==> src/rtl/uart_alu_ctrl_pkg.sv <==
// Shared definitions for the UART/ALU frame sequencer and the ALU it drives:
// FSM state encodings, default widths and opcode constants.
package uart_alu_ctrl_pkg;

   localparam int NB_DATA_DEF = 8;
   localparam int NB_OP_DEF   = 6;

   localparam logic [2:0] ST_WAIT_A  = 3'd0;
   localparam logic [2:0] ST_WAIT_B  = 3'd1;
   localparam logic [2:0] ST_WAIT_OP = 3'd2;
   localparam logic [2:0] ST_EXEC    = 3'd3;
   localparam logic [2:0] ST_SEND    = 3'd4;
   localparam logic [2:0] ST_WAIT_TX = 3'd5;

   localparam logic [5:0] OP_ADD = 6'b100000;
   localparam logic [5:0] OP_SUB = 6'b100010;
   localparam logic [5:0] OP_AND = 6'b100100;
   localparam logic [5:0] OP_OR  = 6'b100101;
   localparam logic [5:0] OP_XOR = 6'b100110;
   localparam logic [5:0] OP_SRA = 6'b000011;
   localparam logic [5:0] OP_SRL = 6'b000010;
   localparam logic [5:0] OP_NOR = 6'b100111;

endpackage

==> src/rtl/uart_alu_ctrl.sv <==
// Frame sequencer: gathers operand A, operand B and opcode from uart_rx, runs the ALU
// for one cycle and hands the result to uart_tx. Optional inter-byte timeout: UART_ALU_CTRL_TIMEOUT_EN.
module uart_alu_ctrl
   import uart_alu_ctrl_pkg::*;
#(
   parameter int NB_DATA        = NB_DATA_DEF,
   parameter int NB_OP          = NB_OP_DEF,
   parameter int TIMEOUT_CYCLES = 1000000
) (
   input  logic               clk,
   input  logic               reset,
   input  logic               rx_done_tick,
   input  logic [NB_DATA-1:0] rx_data,
   input  logic [NB_DATA-1:0] alu_result,
   input  logic               tx_busy,
   input  logic               tx_done_tick,
   output logic [NB_DATA-1:0] alu_a,
   output logic [NB_DATA-1:0] alu_b,
   output logic [NB_OP-1:0]   alu_op,
   output logic               tx_start,
   output logic [NB_DATA-1:0] tx_data,
   output logic               overrun,
   output logic               busy
);

   logic [2:0]         state_q,   state_d;
   logic [NB_DATA-1:0] alu_a_q,   alu_a_d;
   logic [NB_DATA-1:0] alu_b_q,   alu_b_d;
   logic [NB_OP-1:0]   alu_op_q,  alu_op_d;
   logic [NB_DATA-1:0] tx_data_q, tx_data_d;
   logic               overrun_q, overrun_d;
   logic               timeout_hit;
   logic               collecting;

   assign collecting = (state_q == ST_WAIT_B) || (state_q == ST_WAIT_OP);

`ifdef UART_ALU_CTRL_TIMEOUT_EN
   localparam int CNT_W = (TIMEOUT_CYCLES > 2) ? $clog2(TIMEOUT_CYCLES) : 1;

   logic [CNT_W-1:0] cnt_q, cnt_d;

   always_comb begin
      cnt_d = '0;
      if (collecting && !rx_done_tick) cnt_d = cnt_q + 1'b1;
   end

   assign timeout_hit = collecting && !rx_done_tick &&
                        (cnt_q == CNT_W'(TIMEOUT_CYCLES - 1));

   always_ff @(posedge clk) begin
      if (reset) cnt_q <= '0;
      else       cnt_q <= cnt_d;
   end
`else
   assign timeout_hit = 1'b0;
`endif

   always_comb begin
      // NOTE: every target gets a default first so no path leaves it unassigned (no latch).
      state_d   = state_q;
      alu_a_d   = alu_a_q;
      alu_b_d   = alu_b_q;
      alu_op_d  = alu_op_q;
      tx_data_d = tx_data_q;
      overrun_d = overrun_q;
      case (state_q)
         ST_WAIT_A: begin
            if (rx_done_tick) begin
               alu_a_d = rx_data;
               state_d = ST_WAIT_B;
            end
         end
         ST_WAIT_B: begin
            if (rx_done_tick) begin
               alu_b_d = rx_data;
               state_d = ST_WAIT_OP;
            end else if (timeout_hit) begin
               state_d = ST_WAIT_A;
            end
         end
         ST_WAIT_OP: begin
            if (rx_done_tick) begin
               alu_op_d = rx_data[NB_OP-1:0];
               state_d  = ST_EXEC;
            end else if (timeout_hit) begin
               state_d = ST_WAIT_A;
            end
         end
         ST_EXEC: begin
            tx_data_d = alu_result;
            state_d   = ST_SEND;
         end
         ST_SEND: begin
            if (!tx_busy) state_d = ST_WAIT_TX;
         end
         ST_WAIT_TX: begin
            if (tx_done_tick) state_d = ST_WAIT_A;
         end
         default: state_d = ST_WAIT_A;
      endcase
      // Bytes arriving while the frame is being executed or sent are lost.
      if (rx_done_tick && busy) overrun_d = 1'b1;
   end

   always_ff @(posedge clk) begin
      // NOTE: sequential state uses non-blocking assignments only.
      if (reset) begin
         state_q   <= ST_WAIT_A;
         alu_a_q   <= '0;
         alu_b_q   <= '0;
         alu_op_q  <= '0;
         tx_data_q <= '0;
         overrun_q <= 1'b0;
      end else begin
         state_q   <= state_d;
         alu_a_q   <= alu_a_d;
         alu_b_q   <= alu_b_d;
         alu_op_q  <= alu_op_d;
         tx_data_q <= tx_data_d;
         overrun_q <= overrun_d;
      end
   end

   assign busy     = (state_q == ST_EXEC) || (state_q == ST_SEND) || (state_q == ST_WAIT_TX);
   assign tx_start = (state_q == ST_SEND) && !tx_busy;
   assign alu_a    = alu_a_q;
   assign alu_b    = alu_b_q;
   assign alu_op   = alu_op_q;
   assign tx_data  = tx_data_q;
   assign overrun  = overrun_q;

endmodule

==> config.mk <==
export PLATFORM = sky130hd
export DESIGN_NAME = uart_alu_ctrl
export DESIGN_NICKNAME = d
export VERILOG_FILES = /design/src/rtl/uart_alu_ctrl_pkg.sv /design/src/rtl/uart_alu_ctrl.sv
export SDC_FILE = /design/constraint.sdc
export NUM_CORES = 1
export LEC_CHECK = 0
export ABC_AREA = 1
export CORE_MARGIN = 4
export CORE_UTILIZATION = 45
export CTS_CLUSTER_DIAMETER = 30
export DETAILED_ROUTE_END_ITERATION = 8
export PLACE_DENSITY = 0.83
export SYNTH_ARGS = -nofsm -noshare
export SYNTH_HDL_FRONTEND = slang
export SYNTH_SLANG_ARGS = --single-unit
==> constraint.sdc <==
create_clock -name clk -period 2.4 [get_ports clk]
set_input_delay 0.24 -clock clk [delete_from_list [all_inputs] [get_ports clk]]
set_output_delay 0.24 -clock clk [all_outputs]
set_load 0.05 [all_outputs]
==> impl_metrics.ini, run 1 <==
[setup_path]
crit_type = reg -> out
startpoint = state_q[2]$_SDFFE_PP0P_
crit_fanout = 6
critPathRequiredTime_ns = 2.16
reg2reg_from = state_q[0]$_SDFFE_PP0P_
crit_path_end_kind = primary output
cp.arrival_ns = 1.98
worstSetupStartpointType = flop

[route]
avgViaCountPerCell = 4.91
detail_route.drc_violations = 0
drt-total-wl_mm = 3.04
antenna_left = 0
avgRoutedWirePerCell_um = 11.5
drt_iter0_markers = 49
num_vias = 1300
drtPass1Iterations = 4

[die]
start_util_pct = 47.6
core_area_mm2 = 0.00278
die_height_um = 62.3
dieArea_mm2 = 0.00388
die_x_um = 62.3
rows = 19
io_pins = 54

[layout]
final_area_mm2 = 0.00194
fillerInstances = 256
final_common_cell = nor2_1
antenna_cells = 0
area_delta_synth_final_pct = 46.6
layout-drive-gt1-share_pct = 10.7
final_cell_mix = nor2_1, clkdlybuf4s50_1, dfxtp_1, o21ai_0, nand2_1
final_nets = 256

[synthesis]
synthCells = 177
synth_nets = 198
synth_top_cell_by_area = dfxtp_1
synth_top_area_share_pct = 51.4
synth.avg_cell_area_um2 = 7.49
synth_area_leaders = dfxtp_1, nor2_1, o21ai_0
yosysUniqueCellTypes = 15
synth_area_mm2 = 0.00133
yosysSeqAreaShare_pct = 51.4
yosys_warnings = 0
synth-seq-cells = 34

[sta]
slew_viol_final = 0
rsz0062_at_grt = no
finalSetupTns_ns = 0
slew_headroom_pct = 65.6
finalClockSkew_ns = 0.00338
finalWorstSetupSlack_ns = 0.182
setup_viol = 0
hold_violations = 0
clock.fmax_mhz = 451
tightestPinTransition_ns = 0.515
finalWorstPathRequiredPeriod_ns = 2.22
period_share_pct = 92.4

[min_path]
min_path_type = reg -> reg
hp-start = overrun$_SDFFE_PP0P_

[grt]
antenna_found_initial = 0
grt_pass1_vias = 1251
grt.overflow.total = 0
grt_max_degree = 35
grt_pass1_wl_mm = 5.26
grt_usage_pct = 16.4

[clock_network]
cts_tree = yes
htreeDepth = 2
cts_made_buffers = 5
clock-sinks = 34
clk_pin_slew_worst_paths_ns = 0.09
cts_hold_buffers = 0
clock_path_buffers = 2
clk_latency_ns = 0.32
root_buffer = clkbuf_4
post_cts_buffers = 0
cts_resized = 0

[place]
hpwl_mm = 2.33
numPortBuffers = 53
placed_area_mm2 = 0.00189
place_ws_ns = 0.538
finalWeightedCongestion = 0.868

[power_and_ir_drop]
power_leakage_nw = 0.814
max-vdd-ir-drop_uv = 628
pwr_density_cell_mw_per_mm2 = 831

[run_status]
outcome = finished clean

[job]
max_cap_viol_count = 0
==> path summary, 6_finish.rpt <==
check                     endpoint  slack, ns  depth (start not counted)
max                           busy       0.18                          5
min           overrun$_SDFFE_PP0P_       0.47                          1
max reg2reg  alu_b[7]$_SDFFE_PP0P_       1.19                          5
min reg2reg   overrun$_SDFFE_PP0P_       0.47                          1
==> routing by layer <==
layer,GRT usage [%],up-vias,wire (um)
li1,-,676,-
met4,3.98,0,28
met1,19.0,565,1340
met5,0,-,0
met3,7.93,4,308
met2,27.1,55,1360
==> state kept, by name, summed over array words and instances (netlist names) <==
signal and flops:
alu_b 8, overrun 1, tx_data 8, state_q 3, alu_op 6, alu_a 8
==> stage by stage <==
| step | hold slack (ns) | power [mW] | instances | utilization, % |
|---|---|---|---|---|
| after floorplan | 0.375 | 1.12 | 177 | - |
| after CTS | 0.476 | 1.63 | 265 | 69.8 |
| final | 0.471 | 1.61 | 265 | 69.8 |
| after global placement | 0.446 | 1.32 | 259 | 68.0 |
| after detailed placement | 0.456 | 1.33 | 259 | 68.0 |
| after global routing | 0.500 | 1.71 | 265 | 69.8 |
==> synthesized netlist by cell type <==
master,count
nand2_2,5
inv_1,6
nand4_1,1
dfxtp_1,34
nor2_4,3
inv_2,3
inv_4,2
clkbuf_1,3
nand3_1,3
nor2_1,69
nor2_2,3
nand2_1,12
o21ai_0,30
nand3_2,2
o21a_1,1
==> cells by family (layout without fill, tap and decap cells) <==
group	count (synthesis)	count (layout)	synth area share, %
AO/OA/AOI/OAI	31	31	11.9
AND/OR/NAND/NOR	98	98	32.4
flip-flops	34	34	51.4
buffers and inverters	14	71	4.34
==> cell type report <==
class,count,area (um2),share of cell area [%]
inverter,11,46.3,2.38
multi-input combinational,129,587,30.2
clock buffer,6,51.3,2.64
tap,31,38.8,2.00
timing repair buffer,54,538,27.7
sequential,34,681,35.1
==> worst max-delay path, stage by stage (launching register included) <==
cell	delay [ns]
dfxtp_1	0.55
inv_4	0.09
nand2_1	0.10
nand2_1	0.07
inv_1	0.05
clkdlybuf4s50_1	0.79
==> where the power goes <==
part           leakage, nW  internal (mW)  total (mW)  switching, mW
Sequential           0.278          0.636       0.684         0.0473
Clock               0.0302          0.132       0.303          0.171
Combinational        0.506          0.213       0.626          0.413
Total                0.814          0.982        1.61          0.631
Power figures use the tool's default switching activity.
==> inputs of run 2 (changes only) <==
--- a/config.mk
+++ b/config.mk
@@ -10,6 +10,7 @@
 export CORE_UTILIZATION = 45
 export CTS_CLUSTER_DIAMETER = 30
 export DETAILED_ROUTE_END_ITERATION = 8
+export MAX_ROUTING_LAYER = met4
 export PLACE_DENSITY = 0.83
 export SYNTH_ARGS = -nofsm -noshare
 export SYNTH_HDL_FRONTEND = slang
==> run 2 against run 1 <==
  * Setup slack better by 0.0075 ns
  * Highest routed layer unchanged
  * Non-clock buffer count stayed put
  * Via count fell by 1.5%
  * Register-to-register slack improved by 0.02 ns
  * Largest power group unchanged
  * Clock power grew 32%
  * Global-route usage increased by 0.22 points
  * Core utilization grew 0.85 points
  * Critical path type unchanged
==> impl_metrics.ini, run 2 (synthesis gave the netlist of run 1 again) <==
[clock_network]
htreeDepth = 2
post_cts_buffers = 0
clk_latency_ns = 0.33
clock-sinks = 34
cts_hold_buffers = 0
cts_made_buffers = 5
cts_tree = yes
root_buffer = clkbuf_4
clock_path_buffers = 2
clk_pin_slew_worst_paths_ns = 0.10
cts_resized = 0

[sta]
finalSetupTns_ns = 0
period_share_pct = 92.1
slew_viol_final = 0
hold_violations = 0
finalClockSkew_ns = 0.00507
setup_viol = 0
clock.fmax_mhz = 452
finalWorstPathRequiredPeriod_ns = 2.21
rsz0062_at_grt = no
tightestPinTransition_ns = 0.520
slew_headroom_pct = 65.2

[setup_path]
cp_common_cell = nand2_1
worstSetupStartpointType = flop
ff2ff_path_depth = 5
slowest_delay_ns = 0.79
cp_cell_sequence = inv_4, nand2_1, nand2_1, inv_1, clkdlybuf4s50_1
rrSetupSlack_ns = 1.21
cpMaxStageDelayCell = clkdlybuf4s50_1
crit_path_end_kind = primary output
crit_fanout = 6
crit_type = reg -> out
critPathRequiredTime_ns = 2.16
cp.arrival_ns = 1.97

[route]
drtPass1Iterations = 4
num_vias = 1280
drt_iter0_markers = 61
antenna_left = 0
avgRoutedWirePerCell_um = 11.1
avgViaCountPerCell = 4.79
drt-total-wl_mm = 2.96
detail_route.drc_violations = 0

[grt]
grt_usage_pct = 16.6
grt_pass1_wl_mm = 5.25
grt_max_degree = 35
antenna_found_initial = 0
grt.overflow.total = 0
grt_pass1_vias = 1253

[die]
die_x_um = 62.3
io_pins = 54
rows = 19
die_height_um = 62.3
dieArea_mm2 = 0.00388
core_area_mm2 = 0.00278
start_util_pct = 47.6

[layout]
final_util_pct = 70.7
final_cell_mix = nor2_1, clkdlybuf4s50_1, dfxtp_1, o21ai_0, nand2_1
fillerInstances = 244
final_nets = 256
final_common_cell = nor2_1
antenna_cells = 0
area_delta_synth_final_pct = 48.3
layout-drive-gt1-share_pct = 10.6
stdcell_count = 267
final_area_mm2 = 0.00197

[place]
placed_area_mm2 = 0.00189
hpwl_mm = 2.23
numPortBuffers = 53
finalWeightedCongestion = 0.889
placed_cells = 259

[job]
max_cap_viol_count = 0

[run_status]
outcome = finished clean

[power_and_ir_drop]
pwr_density_cell_mw_per_mm2 = 870
power_leakage_nw = 0.823
max-vdd-ir-drop_uv = 598

[min_path]
min_path_type = reg -> reg
whs_path_depth = 1
## run 2: cell types whose count changed in the layout (fill, tap and decap cells not counted)
cell and change:
clkbuf_8 -1, clkbuf_1 +2, bufinv_16 +1
## run 2: path summary, 6_finish.rpt
kind	endpoint	from
setup / recovery	busy	state_q[2]$_SDFFE_PP0P_
hold / removal	overrun$_SDFFE_PP0P_	overrun$_SDFFE_PP0P_
setup reg to reg	alu_b[7]$_SDFFE_PP0P_	state_q[0]$_SDFFE_PP0P_
hold reg to reg	overrun$_SDFFE_PP0P_	overrun$_SDFFE_PP0P_
## run 2: area by class of cell
class                           count  area [um2]  area share [%]
Multi-Input combinational cell    129         587            29.9
Timing Repair Buffer               54         538            27.4
Tap cell                           31        38.8            1.97
Clock buffer                        7        45.0            2.29
Clock inverter                      1        30.0            1.53
Sequential cell                    34         681            34.6
Inverter                           11        46.3            2.36
## run 2: per-layer routing
metal  GRT usage [%]  share of wire (%)
met5               -                  0
met4            5.57               0.95
met3            5.95                8.4
met2            26.7                 43
met1            19.2                 48
## run 2: through the flow
stage                     hold WS (ns)  setup WS, ns  total power [mW]
after floorplan                  0.375         0.882              1.12
after global placement           0.447         0.557              1.32
after detailed placement         0.459         0.548              1.32
after CTS                        0.478         0.173              1.72
after global routing             0.495        0.0459              1.81
final                            0.475         0.190              1.71
## run 2: worst max-delay path: cells and delay by family, from the launching register on
family                 cells  cell delay (ns)
DFF                        1             0.55
buffers and inverters      3             0.93
and+or+nand+nor            2             0.17
## run 2: where the power goes
| part | switching [mW] | leakage (nW) | internal [mW] |
|---|---|---|---|
| Clock | 0.181 | 0.0395 | 0.221 |
| Combinational | 0.411 | 0.506 | 0.213 |
| Sequential | 0.0476 | 0.278 | 0.636 |
| Total | 0.639 | 0.823 | 1.07 |
==> inputs of run 3 (changes only) <==
--- a/config.mk
+++ b/config.mk
@@ -6,12 +6,14 @@
 export NUM_CORES = 1
 export LEC_CHECK = 0
 export ABC_AREA = 1
+export CELL_PAD_IN_SITES_DETAIL_PLACEMENT = 0
+export CELL_PAD_IN_SITES_GLOBAL_PLACEMENT = 1
 export CORE_MARGIN = 4
-export CORE_UTILIZATION = 45
+export CORE_UTILIZATION = 31
 export CTS_CLUSTER_DIAMETER = 30
 export DETAILED_ROUTE_END_ITERATION = 8
 export MAX_ROUTING_LAYER = met4
-export PLACE_DENSITY = 0.83
+export PLACE_DENSITY_LB_ADDON = 0.1
 export SYNTH_ARGS = -nofsm -noshare
 export SYNTH_HDL_FRONTEND = slang
 export SYNTH_SLANG_ARGS = --single-unit
==> run 3 against run 2 <==
  * Largest power group unchanged
  * Critical path depth unchanged
  * Combinational power up 1%
  * Worst hold slack worse by 0.0066 ns
  * Global-route usage down 2.3 points
  * Non-clock buffer count unchanged
  * Clock skew down 0.0031 ns
  * Via count up 3.8%
  * Sequential power about the same
  * Die area up 39%
  * Wire length up 17%
  * Sequential cell count unchanged
  * Clock power up 7.5%
==> impl_metrics.ini, run 3 (synthesis gave the netlist of run 1 again) <==
[grt]
antenna_found_initial = 0
grt_max_degree = 35
grt_usage_pct = 14.3
grt_pass1_vias = 1248
grt_pass1_wl_mm = 5.75
grt.overflow.total = 0

[clock_network]
cts_made_buffers = 5
clk_latency_ns = 0.28
cts_hold_buffers = 0
clk_pin_slew_worst_paths_ns = 0.07
cts_tree = yes
cts_resized = 0
clock-sinks = 34
clock_path_buffers = 2
htreeDepth = 2
root_buffer = clkbuf_8
post_cts_buffers = 0

[place]
hpwl_mm = 2.56
placed_cells = 278
placed_area_mm2 = 0.00191
place_ws_ns = 0.543
finalWeightedCongestion = 0.878
numPortBuffers = 53

[sta]
tightestPinTransition_ns = 0.526
setup_viol = 0
finalSetupTns_ns = 0
hold_ws_ns = 0.468
hold_violations = 0
slew_headroom_pct = 64.8
finalWorstSetupSlack_ns = 0.228
clock.fmax_mhz = 460
slew_viol_final = 0
period_share_pct = 90.5
rsz0062_at_grt = no
finalClockSkew_ns = 0.00195
finalWorstPathRequiredPeriod_ns = 2.17

[die]
io_pins = 54
die_height_um = 73.4
rows = 23
dieArea_mm2 = 0.00538
start_util_pct = 32.7
core_area_mm2 = 0.00406
die_x_um = 73.4

[layout]
antenna_cells = 0
stdcell_count = 286
final_area_mm2 = 0.00201
final_nets = 256
layout-drive-gt1-share_pct = 11.0
area_delta_synth_final_pct = 51.4
final_util_pct = 49.4
final_cell_mix = nor2_1, clkdlybuf4s50_1, dfxtp_1, o21ai_0, nand2_1
final_common_cell = nor2_1

[power_and_ir_drop]
power.internal_mw = 1.08
p_sw_mw = 0.664
power_leakage_nw = 0.832
share_comb_of_total_power_pct = 36.1
p_sw_share_pct = 38.0
pwr_density_cell_mw_per_mm2 = 870
max-vdd-ir-drop_uv = 422
totalPowerFinal_mw = 1.75
pwr-share-clk_pct = 24.7
seqPwrFrac_pct = 39.2

[setup_path]
cp.arrival_ns = 1.93
crit_type = reg -> out
critPathRequiredTime_ns = 2.16
crit_fanout = 6
worstSetupStartpointType = flop
crit_path_end_kind = primary output

[route]
avgViaCountPerCell = 4.65
detail_route.drc_violations = 0
num_vias = 1329
antenna_left = 0
avgRoutedWirePerCell_um = 12.1
drt-total-wl_mm = 3.47
drtPass1Iterations = 4
drt_iter0_markers = 64

[job]
max_cap_viol_count = 0

[run_status]
outcome = finished clean

[min_path]
min_path_type = reg -> reg
==> run 3: changes by cell type in the layout (fill, tap and decap cells not counted) <==
cell,delta
clkbuf_1,-1
clkbuf_4,-5
clkbuf_8,+6
clkinv_2,+1
bufinv_16,-1
==> run 3: power groups by stage <==
stage               clock network (mW)  logic [mW]  registers (mW)
floorplan                            0       0.207           0.910
global placement                     0       0.630           0.695
detailed placement                   0       0.635           0.698
CTS                              0.452       0.637           0.685
global route                     0.480       0.678           0.694
finish                           0.431       0.631           0.684
==> run 3: worst max-delay path, stage by stage (launching register included) <==
cell,delay [ns]
dfxtp_1,0.54
inv_4,0.10
nand2_1,0.10
nand2_1,0.07
inv_1,0.05
clkdlybuf4s50_1,0.79
==> run 3: layout make-up <==
| class | instances | area [um2] |
|---|---|---|
| tap | 50 | 62.6 |
| clock buffer | 7 | 86.3 |
| fill | 403 | 2050 |
| clock inverter | 1 | 5.00 |
| inverter | 11 | 46.3 |
| sequential | 34 | 681 |
| multi-input combinational | 129 | 587 |
| timing repair buffer | 54 | 538 |
==> run 3: worst paths after layout <==
kind,start,to,slack (ns),depth (start not counted)
max,state_q[2]$_SDFFE_PP0P_,busy,0.23,5
min,overrun$_SDFFE_PP0P_,overrun$_SDFFE_PP0P_,0.47,1
max reg2reg,state_q[0]$_SDFFE_PP0P_,alu_b[1]$_SDFFE_PP0P_,1.20,5
min reg2reg,overrun$_SDFFE_PP0P_,overrun$_SDFFE_PP0P_,0.47,1
==> run 3: layer usage <==
| layer | part of all wire [%] | wire length (um) | global-route usage (%) | vias to the layer above |
|---|---|---|---|---|
| li1 | - | - | - | 675 |
| met1 | 46 | 1590 | 16.9 | 606 |
| met2 | 45 | 1570 | 22.4 | 44 |
| met3 | 7.5 | 261 | 5.47 | 4 |
| met4 | 1.3 | 45 | 4.43 | 0 |
| met5 | 0 | 0 | - | - |
